<file path="src/rtl/uart_rx.sv">
// uart_rx -- 8N1 serial receiver.
//
// Deserializes a frame (start 0, 8 data bits LSB first, stop 1) arriving on
// RX_in into a byte. Sampling is centred on each bit: the start bit is
// re-checked `half` cycles after the detected falling edge, and every later
// sample is a whole bit period after the previous one.
//
// Ports
//   clk          system clock, rising edge
//   rst_n        asynchronous active-low reset
//   RX_in        serial line, asynchronous to clk, idles high
//   data_out     last correctly received byte (held until the next good frame)
//   data_valid   one-cycle pulse when data_out is updated
//   frame_error  one-cycle pulse when the stop bit samples low
//   RX_busy      high while a frame is in progress
//
// Parameter
//   clock_per_bit  clk cycles per UART bit, must be >= 4

module uart_rx #(
  parameter int clock_per_bit = 10
) (
  input  logic       clk,
  input  logic       rst_n,
  input  logic       RX_in,
  output logic [7:0] data_out,
  output logic       data_valid,
  output logic       frame_error,
  output logic       RX_busy
);

  localparam int CNT_W = $clog2(clock_per_bit);
  localparam logic [CNT_W-1:0] HALF_C = CNT_W'((clock_per_bit - 1) / 2);
  localparam logic [CNT_W-1:0] LAST_C = CNT_W'(clock_per_bit - 1);

  typedef enum logic [2:0] {
    S_IDLE  = 3'd0,
    S_START = 3'd1,
    S_DATA  = 3'd2,
    S_STOP  = 3'd3,
    S_BREAK = 3'd4
  } state_e;

  logic             sync1_q;
  logic             sync2_q;
  logic             rx_s;
  state_e           state_q;
  logic [CNT_W-1:0] cnt_q;
  logic [2:0]       bit_idx_q;
  logic [7:0]       shift_q;
  logic [7:0]       data_out_q;
  logic             data_valid_q;
  logic             frame_error_q;
  logic             busy_q;

  // Two-flop synchronizer; resets to the idle (high) line level.
  always_ff @(posedge clk or negedge rst_n) begin
    if (!rst_n) begin
      sync1_q <= 1'b1;
      sync2_q <= 1'b1;
    end else begin
      sync1_q <= RX_in;
      sync2_q <= sync1_q;
    end
  end

  assign rx_s = sync2_q;

  // Receive FSM with registered outputs.
  always_ff @(posedge clk or negedge rst_n) begin
    if (!rst_n) begin
      state_q       <= S_IDLE;
      cnt_q         <= '0;
      bit_idx_q     <= 3'd0;
      shift_q       <= 8'h00;
      data_out_q    <= 8'h00;
      data_valid_q  <= 1'b0;
      frame_error_q <= 1'b0;
      busy_q        <= 1'b0;
    end else begin
      // Strobes default low so each is exactly one cycle wide.
      data_valid_q  <= 1'b0;
      frame_error_q <= 1'b0;
      case (state_q)
        S_IDLE: begin
          cnt_q     <= '0;
          bit_idx_q <= 3'd0;
          busy_q    <= 1'b0;
          if (!rx_s) begin
            state_q <= S_START;
          end else begin
            state_q <= S_IDLE;
          end
        end
        S_START: begin
          // busy rises on the first START cycle, one cycle after entry.
          busy_q <= 1'b1;
          if (cnt_q == HALF_C) begin
            cnt_q <= '0;
            if (!rx_s) begin
              state_q <= S_DATA;
            end else begin
              // Line went back high before mid-bit: a glitch, not a frame.
              state_q <= S_IDLE;
              busy_q  <= 1'b0;
            end
          end else begin
            cnt_q <= cnt_q + CNT_W'(1);
          end
        end
        S_DATA: begin
          busy_q <= 1'b1;
          if (cnt_q == LAST_C) begin
            shift_q[bit_idx_q] <= rx_s;
            cnt_q              <= '0;
            bit_idx_q          <= bit_idx_q + 3'd1;
            if (bit_idx_q == 3'd7) begin
              state_q <= S_STOP;
            end else begin
              state_q <= S_DATA;
            end
          end else begin
            cnt_q <= cnt_q + CNT_W'(1);
          end
        end
        S_STOP: begin
          if (cnt_q == LAST_C) begin
            cnt_q <= '0;
            if (rx_s) begin
              // Leaving at the stop-bit mid-point allows zero-gap frames.
              data_out_q   <= shift_q;
              data_valid_q <= 1'b1;
              busy_q       <= 1'b0;
              state_q      <= S_IDLE;
            end else begin
              frame_error_q <= 1'b1;
              busy_q        <= 1'b1;
              state_q       <= S_BREAK;
            end
          end else begin
            cnt_q  <= cnt_q + CNT_W'(1);
            busy_q <= 1'b1;
          end
        end
        S_BREAK: begin
          // Hold here while the line stays low so it is not re-read as frames.
          if (rx_s) begin
            busy_q  <= 1'b0;
            state_q <= S_IDLE;
          end else begin
            busy_q  <= 1'b1;
            state_q <= S_BREAK;
          end
        end
        default: begin
          state_q <= S_IDLE;
          cnt_q   <= '0;
          busy_q  <= 1'b0;
        end
      endcase
    end
  end

  assign data_out    = data_out_q;
  assign data_valid  = data_valid_q;
  assign frame_error = frame_error_q;
  assign RX_busy     = busy_q;

endmodule

</file>
<file path="config.mk">
export PLATFORM = sky130hd
export DESIGN_NAME = uart_rx
export DESIGN_NICKNAME = d
export VERILOG_FILES = /design/src/rtl/uart_rx.sv
export SDC_FILE = /design/constraint.sdc
export NUM_CORES = 1
export LEC_CHECK = 0
export BUFFER_PORTS_ARGS = -buffer_cell sky130_fd_sc_hd__buf_2
export CAP_MARGIN = 20
export CELL_PAD_IN_SITES_DETAIL_PLACEMENT = 0
export CELL_PAD_IN_SITES_GLOBAL_PLACEMENT = 1
export CORE_ASPECT_RATIO = 0.5
export CORE_MARGIN = 3
export CORE_UTILIZATION = 42
export DETAILED_ROUTE_END_ITERATION = 12
export PLACE_DENSITY_LB_ADDON = 0.1
export SYNTH_ARGS = -nofsm -noshare
export SYNTH_HDL_FRONTEND = slang
export SYNTH_SLANG_ARGS = --single-unit
export TNS_END_PERCENT = 100
</file>
<file path="constraint.sdc">
create_clock -name clk -period 2.5 [get_ports clk]
set_input_delay 0.25 -clock clk [delete_from_list [all_inputs] [get_ports clk]]
set_output_delay 0.25 -clock clk [all_outputs]
set_load 0.02 [all_outputs]
</file>
==> impl_metrics.py <==
metrics = {
    "status": {
        "status": "completed",
    },
    "worst_setup_path": {
        "cp_max_fo": 8,
        "r2r_start": "cnt_q[1]",
        "startpoint": "cnt_q[1]",
        "crit_chain": "inv_1 > ha_1 > nand3b_4 > nor3_4 > nand4_1 > mux2_1",
        "max_stage_delay_ns": 0.39,
        "cp.arrival_ns": 1.94,
        "crit_required_ns": 2.66,
        "worstSetupPathType": "reg2reg",
        "endpoint_kind": "flop",
        "cp_slowest_cell": "dfrtp_1",
        "start_kind": "flop",
    },
    "layout": {
        "multi_input_area_um2": 644,
        "drive_above_1_share": 0.331,
        "layout.nets": 140,
        "fillers": 293,
        "synthToLayoutAreaGrowth_pct": 14.4,
        "fin_area_mm2": 0.00169,
        "seqCellArea_um2": 778,
        "stdcell_count": 181,
        "diodes": 0,
    },
    "synthesis": {
        "seq_area_frac_synth": 0.528,
        "synth_top_area_frac": 0.492,
        "synth_seq_cells": 31,
        "yosys-top-cells-area": "dfrtp_1 49%, mux2_2 9.9%, ha_1 4.2%",
        "yosys.cell_count.top_type": "dfrtp_1",
        "syn_area_per_cell_um2": 12.6,
        "ys_types": 37,
        "netlist_instances": 117,
        "synthTopCellsByCount": "29 x dfrtp_1, 13 x mux2_2, 7 x nand2_1",
        "synthFlopType": "dfrtp_1",
        "synthArstFlopShare": 1.00,
        "synth_edf_count": 0,
        "yosys_warnings": 0,
        "synth_nets": 125,
        "syn-cell-area_mm2": 0.00148,
        "synth.largest_area_cell": "dfrtp_1",
    },
    "route": {
        "avgRoutedWirePerCell_um": 13.7,
        "wl_um": 2470,
        "vias": 945,
        "first_pass_iters": 5,
        "ant_nets": 0,
        "drt_iter0_markers": 17,
        "drc": 0,
        "vias_per_cell": 5.22,
    },
    "power": {
        "p_leak_nw": 0.812,
        "pwr-share-clk": 0.306,
        "swShare": 0.321,
        "internal-power_mw": 1.12,
        "seqPwrFrac": 0.462,
        "combPwrFrac": 0.233,
        "power.density_mw_per_mm2": 979,
        "p_sw_mw": 0.531,
        "irDropWorstVdd_mv": 0.435,
    },
    "clocking": {
        "cts_tree": "yes",
        "post_cts_resized": 0,
        "cts_sinks": 31,
        "cts_buffers": 5,
        "post_cts_buffers": 0,
        "cts_max_level": 2,
        "clk_pin_slew_ns": 0.07,
        "cts_root_buf": "clkbuf_8",
        "clkLatencyLatePin_ns": 0.28,
        "cts_max_path_buffers": 2,
        "cts.hold.buffers_added": 0,
    },
    "sta": {
        "min_period_ns": 1.78,
        "setup_tns_ns": 0,
        "relSlewSlack": 0.545,
        "rsz0062_at_grt": "no",
        "tightest_slew_ns": 0.682,
        "setup_viol": 0,
        "drv_slew": 0,
        "finalHoldViolCount": 0,
        "fin_crit_sh": 0.711,
        "finalClockSkew_ns": 0.00440,
        "clock.fmax_mhz": 563,
    },
    "global_route": {
        "gr-total-overflow": 0,
        "grt_pass1_wl_um": 4380,
        "grt_max_degree": 32,
        "grtUsageTotal": 0.133,
        "antenna_found_initial": 0,
        "grt_pass1_vias": 918,
    },
    "floorplanning": {
        "die_h_um": 47.9,
        "dieArea_mm2": 0.00430,
        "start_util": 0.465,
        "rows": 14,
        "fp.dieW_um": 89.8,
        "core_mm2": 0.00317,
        "io_pins": 14,
    },
    "placed_design": {
        "dpl_cell_area_mm2": 0.00157,
        "port_buffers": 13,
        "routabilityCongestion": 0.776,
        "dp_hpwl_um": 1660,
        "dp.cells": 173,
    },
    "job": {
        "drv_cap": 0,
    },
    "hold_path": {
        "hp-class": "in2async",
    },
}
## layer usage
metal / GRT usage / wire length [um] / vias to the layer above
met1: 0.174 / 1310 / 466
met4: 0.0549 / 28 / 0
li1: - / - / 454
met5: 0 / 0 / -
met3: 0.0502 / 108 / 5
met2: 0.207 / 1030 / 20
## state kept, by name (all words and copies together), names as in the netlist
name	flops
data_out	8
shift_q	8
cnt_q	4
bit_idx_q	3
state_q	3
RX_busy	1
data_valid	1
frame_error	1
rx_s	1
sync1_q	1
## power by group through the flow
stage	Sequential, mW	Combinational, mW	Clock, mW
finish	0.763	0.384	0.505
detailed placement	0.774	0.387	0
global placement	0.773	0.382	0
global route	0.788	0.440	0.551
floorplan	0.721	0.342	0
CTS	0.764	0.391	0.524
## logic make-up after synthesis
logic type	synth area share
AND/OR/NAND/NOR	0.157
flip-flops	0.528
AO/OA/AOI/OAI	0.109
multiplexers	0.129
buffers and inverters	0.0356
adder cells (fa/ha/maj)	0.0424
## path summary, 6_finish.rpt
path / endpoint / slack [ns] / depth (start not counted)
setup / recovery: shift_q[7] / 0.72 / 6
setup reg to reg: shift_q[7] / 0.72 / 6
min in group clk: sync1_q / 0.07 / 1
hold / removal: data_valid / 0.006 / 1
hold reg to reg: rx_s / 0.36 / 0
max in group asynchronous: cnt_q[1] / 2.05 / 1
## layout make-up
class / instances / area share
Sequential cell: 31 / 0.461
Multi-Input combinational cell: 75 / 0.382
Clock buffer: 6 / 0.0489
Timing Repair Buffer: 13 / 0.0385
Tap cell: 48 / 0.0356
Clock inverter: 2 / 0.0208
Inverter: 6 / 0.0133
## critical path, delay by kind of cell, from the launching register on
family                     cells  cell delay (ns)
and+or+nand+nor                3             0.59
DFF                            1             0.39
muxes                          1             0.33
adders and majority gates      1             0.23
buffers and inverters          1             0.11
## cell usage in the layout, fill, tap and decap left out, types with 2 or more instances in the layout
cell      netlist  layout
a21oi_1         4       4
mux2_1          3       3
nand4_1         3       3
and3b_1         2       2
inv_1           6       6
o31ai_1         4       4
dfstp_2         2       2
dfrtp_1        29      29
clkbuf_8        0       6
o21ai_0         4       4
a31oi_1         2       2
nand4b_1        2       2
nand3b_1        3       3
buf_2           3      13
mux2_2         13      13
nor2_1          5       5
nand2_1         7       7
ha_1            5       5
## metrics by stage
step / utilization / hold WS (ns) / total power [mW] / setup slack (ns)
2_1_floorplan: - / -0.0456 / 1.06 / 0.895
3_3_place_gp: 0.495 / 0.330 / 1.15 / 0.757
3_5_place_dp: 0.495 / 0.344 / 1.16 / 0.715
4_1_cts: 0.532 / 0.0338 / 1.68 / 0.693
5_1_grt: 0.532 / 0.0613 / 1.78 / 0.573
6_report: 0.532 / 0.00645 / 1.65 / 0.722
(Power assumes the default switching activity.)
